<file path="config.mk">
export PLATFORM = sky130hd
export DESIGN_NAME = universal_binary_counter
export DESIGN_NICKNAME = d
export VERILOG_FILES = /design/src/rtl/universal_binary_counter.sv
export SDC_FILE = /design/constraint.sdc
export NUM_CORES = 1
export LEC_CHECK = 0
export ABC_AREA = 1
export CORE_UTILIZATION = 26
export DETAILED_ROUTE_END_ITERATION = 6
export GPL_TIMING_DRIVEN = 0
export HOLD_SLACK_MARGIN = 0.03
export PLACE_DENSITY_LB_ADDON = 0.1
export SLEW_MARGIN = 40
export SYNTH_ARGS = -nofsm -noshare
export SYNTH_HDL_FRONTEND = slang
export SYNTH_SLANG_ARGS = --single-unit
</file>
<file path="constraint.sdc">
create_clock -name clk -period 1.1 [get_ports clk]
set_input_delay 0.11 -clock clk [delete_from_list [all_inputs] [get_ports clk]]
set_output_delay 0.11 -clock clk [all_outputs]
set_load 0.05 [all_outputs]
</file>
<file path="src/rtl/universal_binary_counter.sv">
// ---------------------------------------------------------------------------
// universal_binary_counter
//   Free-running modulo-MOD_VAL binary counter (up or down, fixed STEP) with
//   terminal-count decodes. Used as a timebase / sequence source.
//
// Parameters
//   N        counter width in bits (2..32)
//   MOD_VAL  modulus, count spans 0..MOD_VAL-1 (2..2**N)
//   DIR      0 = count up, 1 = count down
//   STEP     amount added/subtracted per clock (1..MOD_VAL-1)
//
// Ports
//   clk       in   1  system clock, rising-edge active
//   rst       in   1  asynchronous reset, active-high (forces out = 0)
//   out       out  N  current count value (registered)
//   max_tick  out  1  high while out == MOD_VAL-1 (decode of out)
//   min_tick  out  1  high while out == 0 (decode of out)
// ---------------------------------------------------------------------------
module universal_binary_counter #(
    parameter int unsigned     N       = 16,
    parameter longint unsigned MOD_VAL = 64'd1 << N,
    parameter int unsigned     DIR     = 0,
    parameter int unsigned     STEP    = 1
) (
    input  logic         clk,
    input  logic         rst,
    output logic [N-1:0] out,
    output logic         max_tick,
    output logic         min_tick
);

    // One spare bit so the sum/difference never loses its carry/borrow.
    localparam int unsigned  W      = N + 1;
    localparam logic [W-1:0] C_MOD  = W'(MOD_VAL);
    localparam logic [W-1:0] C_STEP = W'(STEP);
    localparam logic [N-1:0] C_MAX  = N'(MOD_VAL - 64'd1);

    logic [N-1:0] r_out;
    logic [W-1:0] w_sum;
    logic [W-1:0] w_diff;
    logic         w_wrap_up;
    logic         w_wrap_dn;
    logic [N-1:0] w_next;

    // Next count: step, then fold back into 0..MOD_VAL-1.
    always_comb begin
        w_sum     = {1'b0, r_out} + C_STEP;
        w_diff    = {1'b0, r_out} - C_STEP;
        w_wrap_up = (w_sum >= C_MOD);
        // out and STEP are both below 2**N, so a borrow always sets bit N.
        w_wrap_dn = w_diff[N];
        w_next    = '0;
        if (DIR == 0) begin
            w_next = w_wrap_up ? N'(w_sum - C_MOD) : N'(w_sum);
        end else begin
            w_next = w_wrap_dn ? N'(w_diff + C_MOD) : N'(w_diff);
        end
    end

    // Count register; reset takes effect immediately.
    always_ff @(posedge clk or posedge rst) begin
        if (rst) begin
            r_out <= '0;
        end else begin
            r_out <= w_next;
        end
    end

    assign out      = r_out;
    assign max_tick = (r_out == C_MAX);
    assign min_tick = (r_out == '0);

endmodule

</file>
Word-level counts from Yosys, hierarchy flattened --
Cells that the tools add are included.
Word-level totals: input port bits 2, bits in registers 16, output and inout bits 18, logic and storage cells 7
Operators by class: mux-type cells 1, $lt $le $gt $ge 1, add/sub/neg operators 2, reduce and logical (&&, ||, !) cells 1, equality and inequality tests 1
Operator list (count):
- $add A16 B1 Y17 const B | 1
- $ge A17 B17 Y1 const B | 1
- $eq A16 B16 Y1 const B | 1
- $logic_not A16 Y1 | 1
- $mux W16 | 1
- $sub A16 B1 Y16 const B | 1

Longest topological paths before layout --
Gate-level depths: netlist (run 1).
depth in word-level cells 3, depth in mapped cells 7, depth with buffers taken out 7

Worst setup path before layout (run 1) --
No wires, ideal clock.
path kind register to output, start register r_out[1], in the netlist out[1], end output max_tick, slack -0.903 ns, path buffers 0, stages on the path, launching flop included 6, required time 0.990 ns, arrival 1.893 ns, cell sequence dfrtp_1 ha_1 nand3_2 inv_2 nand3_1 nor3_2
On the way: cells in the longest elaborated chain, start to end 1
RTL lines:
- from (decl) | RTL line 38 | logic [N-1:0] r_out;
- from (signal assigned) | RTL line 65 | r_out <= w_next;
- $eq A16 B16 Y1 | RTL line 70 | assign max_tick = (r_out == C_MAX);
- to (decl) | RTL line 28 | output logic max_tick,
No other way between the ends.

Final worst setup path (run 1) --
start register r_out[0], in the netlist out[0], end output min_tick
On the way: cells in the longest elaborated chain, start to end 1
RTL lines:
- $logic_not A16 Y1 | RTL line 71 | assign min_tick = (r_out == '0);
- to (decl) | RTL line 29 | output logic min_tick
No other way between the ends.

==> key figures, run 1 <==
Clock network
  • CTS max path bufs: 2
  • Clock sinks: 16
  • Root buffer cell: clkbuf_4
  • Post-CTS Hold Buffers: 0
  • TritonCTS clock tree: built
  • H-tree Lvls: 1
  • Clk slew on worst S/H paths: 100 ps
  • Worst-Skew Late Latency: 280 ps
  • Clock buffer count from CTS: 3

Cells and area
  • Max FFs per register: 16
  • Final net count: 146
  • Share of cells above drive strength 1: 0.560
  • Ant diodes: 0
  • Area growth, synth to finish: 55.0%

Placement
  • IO Port Bufs: 19
  • Placer Congestion: 0.727
  • DP HPWL: 1480 µm
  • Pre-CTS WS: -867 ps

Critical path
  • Worst path required time: 990 ps
  • Worst setup EP type: primary output
  • CP Launch Type: flop
  • WS Path Type: flop to primary output
  • Data arrival time of the critical path: 1430 ps
  • Largest driver fanout on the critical path: 4

Timing
  • Setup_tns: -2730 ps
  • Final slew viol count: 0
  • Max transition margin: 0.556
  • Achievable Freq: 0.651 GHz
  • RSZ-0062 raised after global routing: yes
  • Final min period: 1540 ps
  • Fin crit share: 1.40
  • Worst Tran Pin Value: 665 ps
  • Final Hold Viols: 0
  • Setup WS post-layout: -437 ps
  • Final Skew: 3.71 ps
  • Final setup vio count: 17

Routing
  • Drt wl/cell: 11.7 µm
  • Antenna Nets Post-Route: 0
  • Pre-Repair DR Iteration Count: 3
  • WL final: 2170 µm
  • Initial drt markers: 20
  • Drc violations: 0
  • Drt via density: 4.25
  • Via count of the routed design: 787

Synth
  • Largest area contributor in the netlist: dfrtp_1
  • #FFs+latches synth: 16
  • Top FF cell, synth: dfrtp_1
  • Most common cell in the netlist: nand2_1
  • Syn nets: 109
  • Synthesized cell area: 876 µm²
  • Asr flop ratio synth: 1.00
  • Top cell type's share of synthesized area: 0.457
  • Post-synthesis sequential area ratio: 0.457
  • Synth warn: 0
  • Avg Inst Size Synth: 8.34 µm²
  • Synth area leaders: dfrtp_1 (46%), nand2_1 (12%), inv_1 (5.1%)
  • Synth cell count leaders: nand2_1 (28), dfrtp_1 (16), inv_1 (12)
  • Yosys cell types: 18
  • EDFF count, synth: 0
  • Synthesized instance count: 105

Floorplan
  • DIE WIDTH: 60.0 µm
  • Initial core utilization: 0.280
  • Row count: 20
  • IO Pins: 20
  • Die Y: 60.0 µm
  • Core area: 3130 µm²
  • Die ar.: 3600 µm²

Pwr
  • P per Cell Area: 687 nW/µm²
  • Leakage power: 0.598 nW
  • VDD IR max: 0.000315 V

Min path
  • Min-delay worst type: input port to async pin

Flow run
  • Max Cap Viol: 0

Global route
  • First-pass GRT wire length: 3570 µm
  • Initial antenna violation count: 0
  • Largest net degree at the start of global routing: 17
  • Overflow after GRT: 0
  • Number of global-route vias before repair: 779
  • GRT Total Usage: 0.139

Outcome
  • Violated checks: negative setup slack
  • Status: finished, violations left
[cell type report]
type	count	area, µm²
multi-input cells	75	520
inverters	14	55.1
repair buffers	32	282
clock buffers	4	26.3
well taps	44	55.1
flip-flops and latches	16	419
fillers	317	1770
[metal layers]
layer	vias to the layer above	global-route usage	part of all wire
met5	-	0	0
met4	0	0.0498	0.0087
met3	2	0.0260	0.029
met2	12	0.217	0.47
met1	375	0.189	0.50
li1	398	-	-
[kinds of logic (layout without fill, tap and decap cells)]
group           after synthesis  count (layout)  share of synthesized area
buf+inv                      14              50                     0.0600
fa+ha+maj                     2               2                     0.0286
simple gates                 63              63                      0.367
flops                        16              16                      0.457
xor+xnor                      7               7                     0.0700
compound gates                3               3                     0.0171
[worst max-delay path, stage by stage, from the launching register on]
cell and delay (ps):
dfrtp_2 450, inv_2 90, ha_4 120, nand4_1 170
nor2_4 160, buf_8 150
[worst paths after layout]
kind,from,end,cells past startpoint,slack [ps]
worst max register to register,out[1]$_DFF_PP0_,out[14]$_DFF_PP0_,8,-270
worst max-delay path,out[0]$_DFF_PP0_,min_tick,5,-440
worst min-delay path,rst,out[4]$_DFF_PP0_,2,210
min in group clk,out[13]$_DFF_PP0_,out[13]$_DFF_PP0_,2,530
worst min register to register,out[13]$_DFF_PP0_,out[13]$_DFF_PP0_,2,530
max in group asynchronous,rst,out[14]$_DFF_PP0_,2,420
[what timing repair did]
action,4_1_cts,5_1_grt
pin swaps,9,4
buffers inserted,9,4
endpoints found under the setup margin,22,22
gates resized for setup,114,16
[power breakdown]
group | internal (W) | switching (W) | total (W) | leakage [nW]
Clock | 0.000141 | 0.000189 | 0.000330 | 0.0150
Combinational | 0.00000329 | 0.0000124 | 0.0000157 | 0.395
Sequential | 0.000587 | 0 | 0.000587 | 0.188
Total | 0.000731 | 0.000202 | 0.000933 | 0.598
[layout by cell type (no fill, tap or decap)]
master,netlist,final
clkbuf_1,0,1
nor3_1,3,1
nand3_1,5,4
nor2_2,7,4
inv_2,2,3
nor2_1,6,4
dfrtp_2,0,15
clkbuf_4,0,5
nor3_2,1,2
buf_4,0,15
xnor2_1,2,2
xor2_1,5,5
nand3_4,0,2
dfrtp_1,16,1
clkdlybuf4s50_1,0,1
buf_2,0,4
nand4_1,4,4
nand2_4,1,1
inv_1,12,10
o21ai_2,0,1
o21ai_1,3,2
ha_4,0,2
nor3_4,0,1
buf_6,0,7
nor2_4,2,7
inv_4,0,1
buf_8,0,3
nand2_1,28,27
nand2_2,5,6
[through the flow]
step                       util  cell area [µm²]  total power [W]  instances  hold WS [ps]
after CTS                 0.412             1290         0.000952        181           243
after global routing      0.434             1360         0.000982        185           257
after floorplan               -              941         0.000608        105          22.7
after global placement    0.379             1190         0.000616        168           504
after detailed placement  0.379             1190         0.000616        168           507
final                     0.434             1360         0.000933        185           213
Note: power is estimated with default switching activity, not from simulation.
==> run 2, diff against run 1 <==
--- a/config.mk
+++ b/config.mk
@@ -8,6 +8,7 @@
 export ABC_AREA = 1
 export CORE_UTILIZATION = 26
 export DETAILED_ROUTE_END_ITERATION = 6
+export DONT_BUFFER_PORTS = 1
 export GPL_TIMING_DRIVEN = 0
 export HOLD_SLACK_MARGIN = 0.03
 export PLACE_DENSITY_LB_ADDON = 0.1
==> key figures, run 2 (same netlist as run 1, synthesis figures left out) <==
Critical path
  • Data arrival time of the critical path: 1750 ps
  • Worst setup EP type: primary output
  • WS Path Type: flop to primary output
  • Largest driver fanout on the critical path: 4
  • CP Launch Type: flop
  • Worst path required time: 990 ps

Floorplan
  • DIE WIDTH: 60.0 µm
  • Core area: 3130 µm²
  • Die ar.: 3600 µm²
  • Row count: 20
  • IO Pins: 20
  • Initial core utilization: 0.280
  • Die Y: 60.0 µm

Cells and area
  • Layout Utilization: 0.393
  • Share of cells above drive strength 1: 0.534
  • Final net count: 123
  • # fillers: 331
  • Most common cell after layout, fill and taps aside: nand2_1
  • Max FFs per register: 16
  • Ant diodes: 0
  • Leading cell types in the layout, fill and taps excluded: nand2_1 (23), inv_1 (9), dfrtp_4 (9)
  • Area growth, synth to finish: 40.3%

Routing
  • Drt via density: 4.32
  • WL final: 2130 µm
  • Antenna Nets Post-Route: 0
  • Drt wl/cell: 13.1 µm
  • Via count of the routed design: 700
  • Initial drt markers: 39
  • Pre-Repair DR Iteration Count: 4
  • Drc violations: 0

Pwr
  • Leakage power: 0.496 nW
  • P per Cell Area: 762 nW/µm²
  • VDD IR max: 0.000541 V

Placement
  • IO Port Bufs: 0
  • DP HPWL: 1450 µm
  • Placer Congestion: 0.692
  • Pre-CTS WS: -589 ps

Timing
  • Final min period: 1860 ps
  • Setup_tns: -3940 ps
  • Fin crit share: 1.69
  • Achievable Freq: 0.538 GHz
  • Final Skew: 3.10 ps
  • Final Hold Viols: 0
  • Worst Tran Pin Value: 655 ps
  • Setup WS post-layout: -758 ps
  • Final slew viol count: 0
  • Final hold slack: 349 ps
  • Final setup vio count: 14
  • Max transition margin: 0.563
  • RSZ-0062 raised after global routing: yes

Global route
  • Initial antenna violation count: 0
  • Largest net degree at the start of global routing: 17
  • Number of global-route vias before repair: 684
  • First-pass GRT wire length: 3360 µm
  • GRT Total Usage: 0.132
  • Overflow after GRT: 0

Clock network
  • Root buffer cell: clkbuf_4
  • Clk slew on worst S/H paths: 100 ps
  • TritonCTS clock tree: built
  • Clock sinks: 16
  • CTS max path bufs: 2
  • Worst-Skew Late Latency: 290 ps
  • Clock buffer count from CTS: 3
  • H-tree Lvls: 1

Min path
  • Min-delay worst type: input port to async pin

Outcome
  • Status: finished, violations left
  • Violated checks: negative setup slack

Flow run
  • Max Cap Viol: 0
==> run 2: metal layers <==
metal,GRT usage,vias up,share of wire
li1,-,353,-
met1,0.166,328,0.44
met2,0.202,17,0.49
met3,0.0584,2,0.058
met4,0.0399,0,0.0089
met5,0,-,0
==> run 2: layout make-up <==
| type | instances | area (µm²) | share of cell area |
|---|---|---|---|
| Inverter | 14 | 57.6 | 0.0468 |
| Clock buffer | 4 | 26.3 | 0.0214 |
| Sequential cell | 16 | 443 | 0.360 |
| Tap cell | 44 | 55.1 | 0.0448 |
| Timing Repair Buffer | 9 | 88.8 | 0.0723 |
| Multi-Input combinational cell | 75 | 558 | 0.454 |
==> run 2: worst paths after layout <==
kind                                  start                end  slack, ps  cells after the start
setup / recovery           out[0]$_DFF_PP0_           max_tick       -760                      5
hold / removal                          rst   out[7]$_DFF_PP0_        350                      2
setup reg to reg           out[0]$_DFF_PP0_  out[14]$_DFF_PP0_       -320                      7
hold reg to reg            out[4]$_DFF_PP0_   out[4]$_DFF_PP0_        690                      1
max in group asynchronous               rst   out[1]$_DFF_PP0_        270                      2
min in group clk           out[4]$_DFF_PP0_   out[4]$_DFF_PP0_        690                      1
==> run 2: worst max-delay path, cell delays in order, from the launching register on <==
cell,delay [ps]
dfrtp_4,580
ha_4,200
nand3_4,100
inv_4,90
nand3_4,70
nor3_4,430
==> run 2: per-stage QoR <==
stage	total power [W]	cells	area, µm²
after global routing	0.000993	162	1230
after detailed placement	0.000613	149	996
after floorplan	0.000608	105	941
after CTS	0.000960	158	1110
final	0.000937	162	1230
after global placement	0.000613	149	996
==> run 2: repair_timing <==
action | 4_1_cts | 5_1_grt
hold endpoints to repair | 16 | 0
resized for setup | 15 | 24
hold buffers | 1 | 0
buffers inserted | 4 | 4
pin swaps | 8 | 11
endpoints found under the setup margin | 16 | 16
==> run 2: report_power, final <==
group	switching, W	internal [W]
clock network	0.000194	0.000141
registers	0	0.000587
logic	0.0000123	0.00000260
